--- config.mk ---
export PLATFORM = sky130hd
export DESIGN_NAME = alu_exec_ctrl
export DESIGN_NICKNAME = d
export VERILOG_FILES = /design/src/rtl/alu_pkg.sv /design/src/rtl/regfile.sv /design/src/rtl/alu_exec_ctrl.sv
export SDC_FILE = /design/constraint.sdc
export NUM_CORES = 1
export LEC_CHECK = 0
export BUFFER_PORTS_ARGS = -buffer_cell sky130_fd_sc_hd__buf_2
export CORE_MARGIN = 2
export CORE_UTILIZATION = 44
export CTS_CLUSTER_SIZE = 40
export DETAILED_ROUTE_END_ITERATION = 7
export SLEW_MARGIN = 20
export SYNTH_ARGS = -nofsm -noshare
export SYNTH_HDL_FRONTEND = slang
export SYNTH_SLANG_ARGS = --single-unit
--- constraint.sdc ---
create_clock -name clk -period 8.8 [get_ports clk]
set_clock_uncertainty 0.1 [all_clocks]
set_input_delay 0.88 -clock clk [delete_from_list [all_inputs] [get_ports clk]]
set_output_delay 0.88 -clock clk [all_outputs]
set_load 0.01 [all_outputs]
--- src/rtl/alu_pkg.sv ---
`default_nettype none
// ============================================================================
// Module   : alu_pkg
// Desc     : Shared definitions for the ALU execute controller: ALU control
//            codes, execute FSM state type and flag bit positions.
// Revision : 1.0  initial release
// ============================================================================
package alu_pkg;

    // ALU control codes
    localparam logic [2:0] ALU_AND     = 3'd0;
    localparam logic [2:0] ALU_SUB     = 3'd1;
    localparam logic [2:0] ALU_ADD     = 3'd2;
    localparam logic [2:0] ALU_OR      = 3'd3;
    localparam logic [2:0] ALU_XOR     = 3'd4;
    localparam logic [2:0] ALU_SHIFT   = 3'd5;
    localparam logic [2:0] ALU_SHIFTSX = 3'd6;
    localparam logic [2:0] ALU_MUL     = 3'd7;

    // Bit positions inside the {C, L, F, Z, N} flag vector
    localparam int FLAG_C = 4;
    localparam int FLAG_L = 3;
    localparam int FLAG_F = 2;
    localparam int FLAG_Z = 1;
    localparam int FLAG_N = 0;

    localparam int FLAGS_W = 5;

    // Execute FSM: one operation walks IDLE -> READ -> EXEC -> WB -> IDLE
    typedef enum logic [1:0] {
        ST_IDLE = 2'd0,
        ST_READ = 2'd1,
        ST_EXEC = 2'd2,
        ST_WB   = 2'd3
    } state_t;

endpackage
`default_nettype wire

--- src/rtl/regfile.sv ---
`default_nettype none
// ============================================================================
// Module   : regfile
// Desc     : NREGS x WIDTH register file, one synchronous write port, two
//            combinational operand reads and a combinational debug read.
//            Synchronous active-low clear.
// Revision : 1.0  initial release
// ============================================================================
module regfile #(
    parameter int WIDTH = 16,
    parameter int NREGS = 16
) (
    input  logic                     clk,
    input  logic                     reset_n,
    input  logic                     we,
    input  logic [$clog2(NREGS)-1:0] waddr,
    input  logic [WIDTH-1:0]         wdata,
    input  logic [$clog2(NREGS)-1:0] raddr1,
    output logic [WIDTH-1:0]         rdata1,
    input  logic [$clog2(NREGS)-1:0] raddr2,
    output logic [WIDTH-1:0]         rdata2,
    input  logic [$clog2(NREGS)-1:0] dbg_addr,
    output logic [WIDTH-1:0]         dbg_data
);

    logic [WIDTH-1:0] r_mem [NREGS];

    // Clear every entry on reset, otherwise write one entry when enabled
    always_ff @(posedge clk) begin
        if (!reset_n) begin
            for (int i = 0; i < NREGS; i++) begin
                r_mem[i] <= '0;
            end
        end else if (we) begin
            r_mem[waddr] <= wdata;
        end
    end

    assign rdata1   = r_mem[raddr1];
    assign rdata2   = r_mem[raddr2];
    assign dbg_data = r_mem[dbg_addr];

endmodule
`default_nettype wire

--- src/rtl/alu_exec_ctrl.sv ---
`default_nettype none
// ============================================================================
// Module   : alu_exec_ctrl
// Desc     : Four-cycle execute controller in front of a combinational ALU.
//            Latches one operation in IDLE, reads operands in READ, captures
//            the ALU result in EXEC and writes back / commits flags in WB.
// Config   : ALU_EXEC_FLAGS_EN - when defined, builds the {C,L,F,Z,N} flag
//            register; when undefined, flags is tied to zero.
// Revision : 1.0  initial release
// ============================================================================
module alu_exec_ctrl
    import alu_pkg::*;
#(
    parameter int WIDTH = 16,
    parameter int NREGS = 16
) (
    input  logic                     clk,
    input  logic                     reset_n,
    input  logic                     op_valid,
    output logic                     op_ready,
    input  logic [2:0]               op_code,
    input  logic [$clog2(NREGS)-1:0] op_rdest,
    input  logic [$clog2(NREGS)-1:0] op_rsrc,
    input  logic [WIDTH-1:0]         op_imm,
    input  logic                     op_use_imm,
    output logic [WIDTH-1:0]         alu_src1,
    output logic [WIDTH-1:0]         alu_src2,
    output logic [2:0]               alu_ctrl,
    input  logic [WIDTH-1:0]         alu_result,
    output logic                     done,
    output logic [FLAGS_W-1:0]       flags,
    input  logic [$clog2(NREGS)-1:0] dbg_addr,
    output logic [WIDTH-1:0]         dbg_data
);

    localparam int AW = $clog2(NREGS);

    state_t           r_state;
    logic [2:0]       r_op_code;
    logic [AW-1:0]    r_rdest;
    logic [AW-1:0]    r_rsrc;
    logic [WIDTH-1:0] r_imm;
    logic             r_use_imm;
    logic [WIDTH-1:0] r_result;

    logic [WIDTH-1:0] w_rdata1;
    logic [WIDTH-1:0] w_rdata2;
    logic             w_we;

    // Writeback happens on the edge that closes the WB cycle, so dbg_data
    // still shows the old register value while done is high.
    assign w_we = (r_state == ST_WB);

    regfile #(
        .WIDTH (WIDTH),
        .NREGS (NREGS)
    ) u_regfile (
        .clk      (clk),
        .reset_n  (reset_n),
        .we       (w_we),
        .waddr    (r_rdest),
        .wdata    (r_result),
        .raddr1   (r_rdest),
        .rdata1   (w_rdata1),
        .raddr2   (r_rsrc),
        .rdata2   (w_rdata2),
        .dbg_addr (dbg_addr),
        .dbg_data (dbg_data)
    );

    // Execute sequencer with registered handshake, operand and done outputs
    always_ff @(posedge clk) begin
        if (!reset_n) begin
            r_state   <= ST_IDLE;
            op_ready  <= 1'b1;
            done      <= 1'b0;
            alu_src1  <= '0;
            alu_src2  <= '0;
            alu_ctrl  <= '0;
            r_op_code <= '0;
            r_rdest   <= '0;
            r_rsrc    <= '0;
            r_imm     <= '0;
            r_use_imm <= 1'b0;
            r_result  <= '0;
        end else begin
            case (r_state)
                ST_IDLE: begin
                    if (op_valid) begin
                        r_op_code <= op_code;
                        r_rdest   <= op_rdest;
                        r_rsrc    <= op_rsrc;
                        r_imm     <= op_imm;
                        r_use_imm <= op_use_imm;
                        op_ready  <= 1'b0;
                        r_state   <= ST_READ;
                    end
                end
                ST_READ: begin
                    alu_src1 <= w_rdata1;
                    alu_src2 <= r_use_imm ? r_imm : w_rdata2;
                    alu_ctrl <= r_op_code;
                    r_state  <= ST_EXEC;
                end
                ST_EXEC: begin
                    r_result <= alu_result;
                    done     <= 1'b1;
                    r_state  <= ST_WB;
                end
                ST_WB: begin
                    done     <= 1'b0;
                    op_ready <= 1'b1;
                    r_state  <= ST_IDLE;
                end
                default: begin
                    op_ready <= 1'b1;
                    done     <= 1'b0;
                    r_state  <= ST_IDLE;
                end
            endcase
        end
    end

`ifdef ALU_EXEC_FLAGS_EN
    logic [FLAGS_W-1:0] r_flags;
    logic [FLAGS_W-1:0] r_next_flags;
    logic [FLAGS_W-1:0] w_next_flags;
    logic [WIDTH:0]     w_sum;
    logic               w_lt;

    // Derive next flags from the stable operands and ALU output during EXEC
    always_comb begin
        w_next_flags         = r_flags;
        w_sum                = {1'b0, alu_src1} + {1'b0, alu_src2};
        w_lt                 = (alu_src1 < alu_src2);
        w_next_flags[FLAG_Z] = (alu_result == '0);
        w_next_flags[FLAG_N] = alu_result[WIDTH-1];
        case (alu_ctrl)
            ALU_ADD: begin
                w_next_flags[FLAG_C] = w_sum[WIDTH];
                w_next_flags[FLAG_F] = (alu_src1[WIDTH-1] == alu_src2[WIDTH-1]) &&
                                       (alu_result[WIDTH-1] != alu_src1[WIDTH-1]);
            end
            ALU_SUB: begin
                w_next_flags[FLAG_C] = w_lt;
                w_next_flags[FLAG_L] = w_lt;
                w_next_flags[FLAG_F] = (alu_src1[WIDTH-1] != alu_src2[WIDTH-1]) &&
                                       (alu_result[WIDTH-1] != alu_src1[WIDTH-1]);
            end
            default: ;
        endcase
    end

    // Stage next flags in EXEC and commit them together with writeback
    always_ff @(posedge clk) begin
        if (!reset_n) begin
            r_flags      <= '0;
            r_next_flags <= '0;
        end else if (r_state == ST_EXEC) begin
            r_next_flags <= w_next_flags;
        end else if (r_state == ST_WB) begin
            r_flags <= r_next_flags;
        end
    end

    assign flags = r_flags;
`else
    assign flags = '0;
`endif

endmodule
`default_nettype wire

==> flow_summary.ini <==
[synth]
yosysSeqAreaShare_pct = 49.2
ys_warn_count = 0
synth.ff_latch_count = 343
postSynthCellCount = 1392
syn-cell-area_mm2 = 0.0192
synth_flop_cell = edfxtp_1
synth_top_area_share_pct = 40.1
synth_top_area_cell = edfxtp_1
synth_edf_count = 256
syn_avg_cell_area_um2 = 13.8
netlist-cell-type-count = 45
synthArstFlopShare_pct = 0
synth_area_leaders = edfxtp_1 40%, mux4_2 13%, dfxtp_1 9.1%

[outcome]
status = finished, final reports clean

[clock_network]
cts_inserted_buffers = 39
numClockSinks = 343
cts_setup_buffers = 0
path_clk_slew_ps = 60
post_cts_resized = 0
ctsRootBufferMaster = clkbuf_16
htreeDepth = 2
clock_latency_ps = 560
cts_buffer_depth = 3
cts_tree = done
hold_buffers = 0

[floorplanning]
die_area_mm2 = 0.0452
die_x_um = 213
rows = 76
design.core.area_mm2 = 0.0430
start_util_pct = 44.6
pin_count = 109
die_h_um = 213

[cells_and_area]
insertedDiodeCount = 0
nets = 1489
stdcell_count = 2048
fin_area_mm2 = 0.0214
layout_commonest_cell = and2_1
mostFrequentLayoutCells = 257 x and2_1, 256 x edfxtp_1, 116 x mux2i_1
drive_above_1_share_pct = 25.4
fillers = 3710
area_delta_synth_final_pct = 12.0
utilization_pct = 49.9

[min_path]
min_path_type = reg2reg
min-delay-start = r_op_code[2]
hold_path_depth = 2
min_to = r_op_code[2]

[global_routing]
globalRouteMet1Util_pct = 38.2
grt_max_degree = 70
grt_use_total_pct = 28.4
met3_usage_pct = 6.87
grt_pass1_wl_um = 91100
grt_pass1_vias = 12800
antenna_found_initial = 0
grtUsageMet2_pct = 44.6
overflow = 0
grt-busiest-layer = met2

[routing]
routed_wl_um = 63300
post_drt_wl_per_cell_um = 30.9
drc = 0
drtIter0Drc = 1367
final_antenna_net_count = 0
drt-pass1-iter-count = 5
via_per_inst = 6.37
routed-via-count = 13000

[setup_path]
cp.required_ps = 8880
critPathCaptureType = flip-flop
crit_chain = buf_4 -> nand4_2 -> nor3_2 -> nand2b_1
r2r_slack_ps = 4590
cp-start-kind = flip-flop
path_depth = 4
arrival_ps = 4290
critPathMaxFanout = 36
crit_type = reg2reg
max_stage_delay_ps = 940
path_delay_family = simple AND/OR/NAND/NOR gates
crit_slowest_cell = nor3_2
reg2reg_to = u_regfile.r_mem[3][9]
rr_startpoint = r_rdest[1]
crit_buf_inv = 1
reg2reg_depth = 4

[power]
vdd_drop_max_mv = 0.161
power_per_cell_area_mw_per_mm2 = 231
p_leak_nw = 7.55
total_power_w = 0.00496

[timing]
fin_crit_ps = 4210
hold_viol = 0
fmax_mhz = 237
finalSetupViolations = 0
rsz0062_at_grt = false
drv_slew = 0
slew_headroom_pct = 16.7
worst_pin_slew_ps = 1250
fin_setup_tns_ps = 0
fin_crit_sh_pct = 47.9

[placement]
dp_cells = 1977
gp_congestion = 0.869
place_area_mm2 = 0.0201
dp_hpwl_um = 39400
port_buffers = 103

[flow_run]
drv_cap = 0
final cells by class:
type,count,area (um2),area share (%)
tap,585,732,3.41
timing repair buffer,134,781,3.64
inverter,2,7.51,0.0350
multi-input combinational,914,9130,42.6
clock inverter,22,289,1.35
clock buffer,48,1060,4.95
sequential,343,9440,44.0
cells in the mapped netlist, types with 2 or more instances:
master / count
or2_2: 16
o211a_1: 16
nand3b_1: 3
nor3_2: 2
buf_4: 21
edfxtp_1: 256
mux2i_1: 116
nor2b_1: 22
o22ai_1: 32
nand2b_1: 7
clkbuf_1: 66
a22oi_1: 16
mux4_2: 111
clkbuf_8: 6
buf_1: 6
mux2_2: 16
buf_6: 7
nand2_1: 60
a21oi_1: 18
dfxtp_1: 87
nand3_1: 17
a31oi_1: 16
nor2_2: 3
buf_2: 28
inv_1: 2
ha_1: 4
nor2_1: 29
a221oi_1: 16
mux4_1: 49
o221ai_1: 16
o21ai_0: 30
and2_1: 257
nand4b_1: 2
a21boi_0: 28
cell families (layout without fill, tap and decap cells):
kind of cell | after synthesis | after routing | share of synthesized area, %
AOI/OAI and AO/OA | 188 | 188 | 6.85
adders and majority gates | 4 | 4 | 0.261
buffers and inverters | 139 | 206 | 4.06
DFF | 343 | 343 | 49.2
muxes | 292 | 292 | 26.8
other | 1 | 5 | 0.0196
and+or+nand+nor | 425 | 425 | 12.8
worst register-to-register path: cells and delay by family (launching register included):
kind / cells / cell delay [ps]
buffers and inverters: 1 / 690
DFF: 1 / 750
and+or+nand+nor: 3 / 2280
worst max path at each step:
stage	to	startpoint
2_1_floorplan	dbg_data[12]	dbg_addr[0]
3_3_place_gp	u_regfile.r_mem[2][12]	r_rdest[1]
3_5_place_dp	u_regfile.r_mem[2][12]	r_rdest[1]
4_1_cts	u_regfile.r_mem[2][9]	r_rdest[1]
5_1_grt	u_regfile.r_mem[2][9]	r_rdest[1]
6_report	u_regfile.r_mem[3][9]	r_rdest[1]
power breakdown:
part           internal, W  leakage [nW]  total, W  switching, W
sequential         0.00189          3.36   0.00213      0.000248
combinational     0.000484          3.54   0.00107      0.000591
clock              0.00106         0.650   0.00175      0.000689
stage by stage:
| stage | hold WS, ps | worst slack, ps |
|---|---|---|
| detailed placement | 366 | 4630 |
| global route | 387 | 4230 |
| CTS | 374 | 4610 |
| floorplan | 343 | 5600 |
| finish | 371 | 4590 |
| global placement | 355 | 4770 |
state kept, by name (all words and copies together) (netlist names), named ones only:
register,count
u_regfile.r_mem,256
alu_src2,16
r_rdest,4
r_rsrc,4
r_state,2
done,1
r_result,16
r_imm,16
op_ready,1
r_use_imm,1
r_op_code,3
alu_ctrl,3
alu_src1,16
routing by layer:
| layer | share of wire, % | wire, um |
|---|---|---|
| met4 | 4.0 | 2540 |
| met5 | 0 | 0 |
| met3 | 10 | 6650 |
| met1 | 40 | 25000 |
| met2 | 46 | 29100 |
No activity file was read; power rests on OpenSTA's default activity.
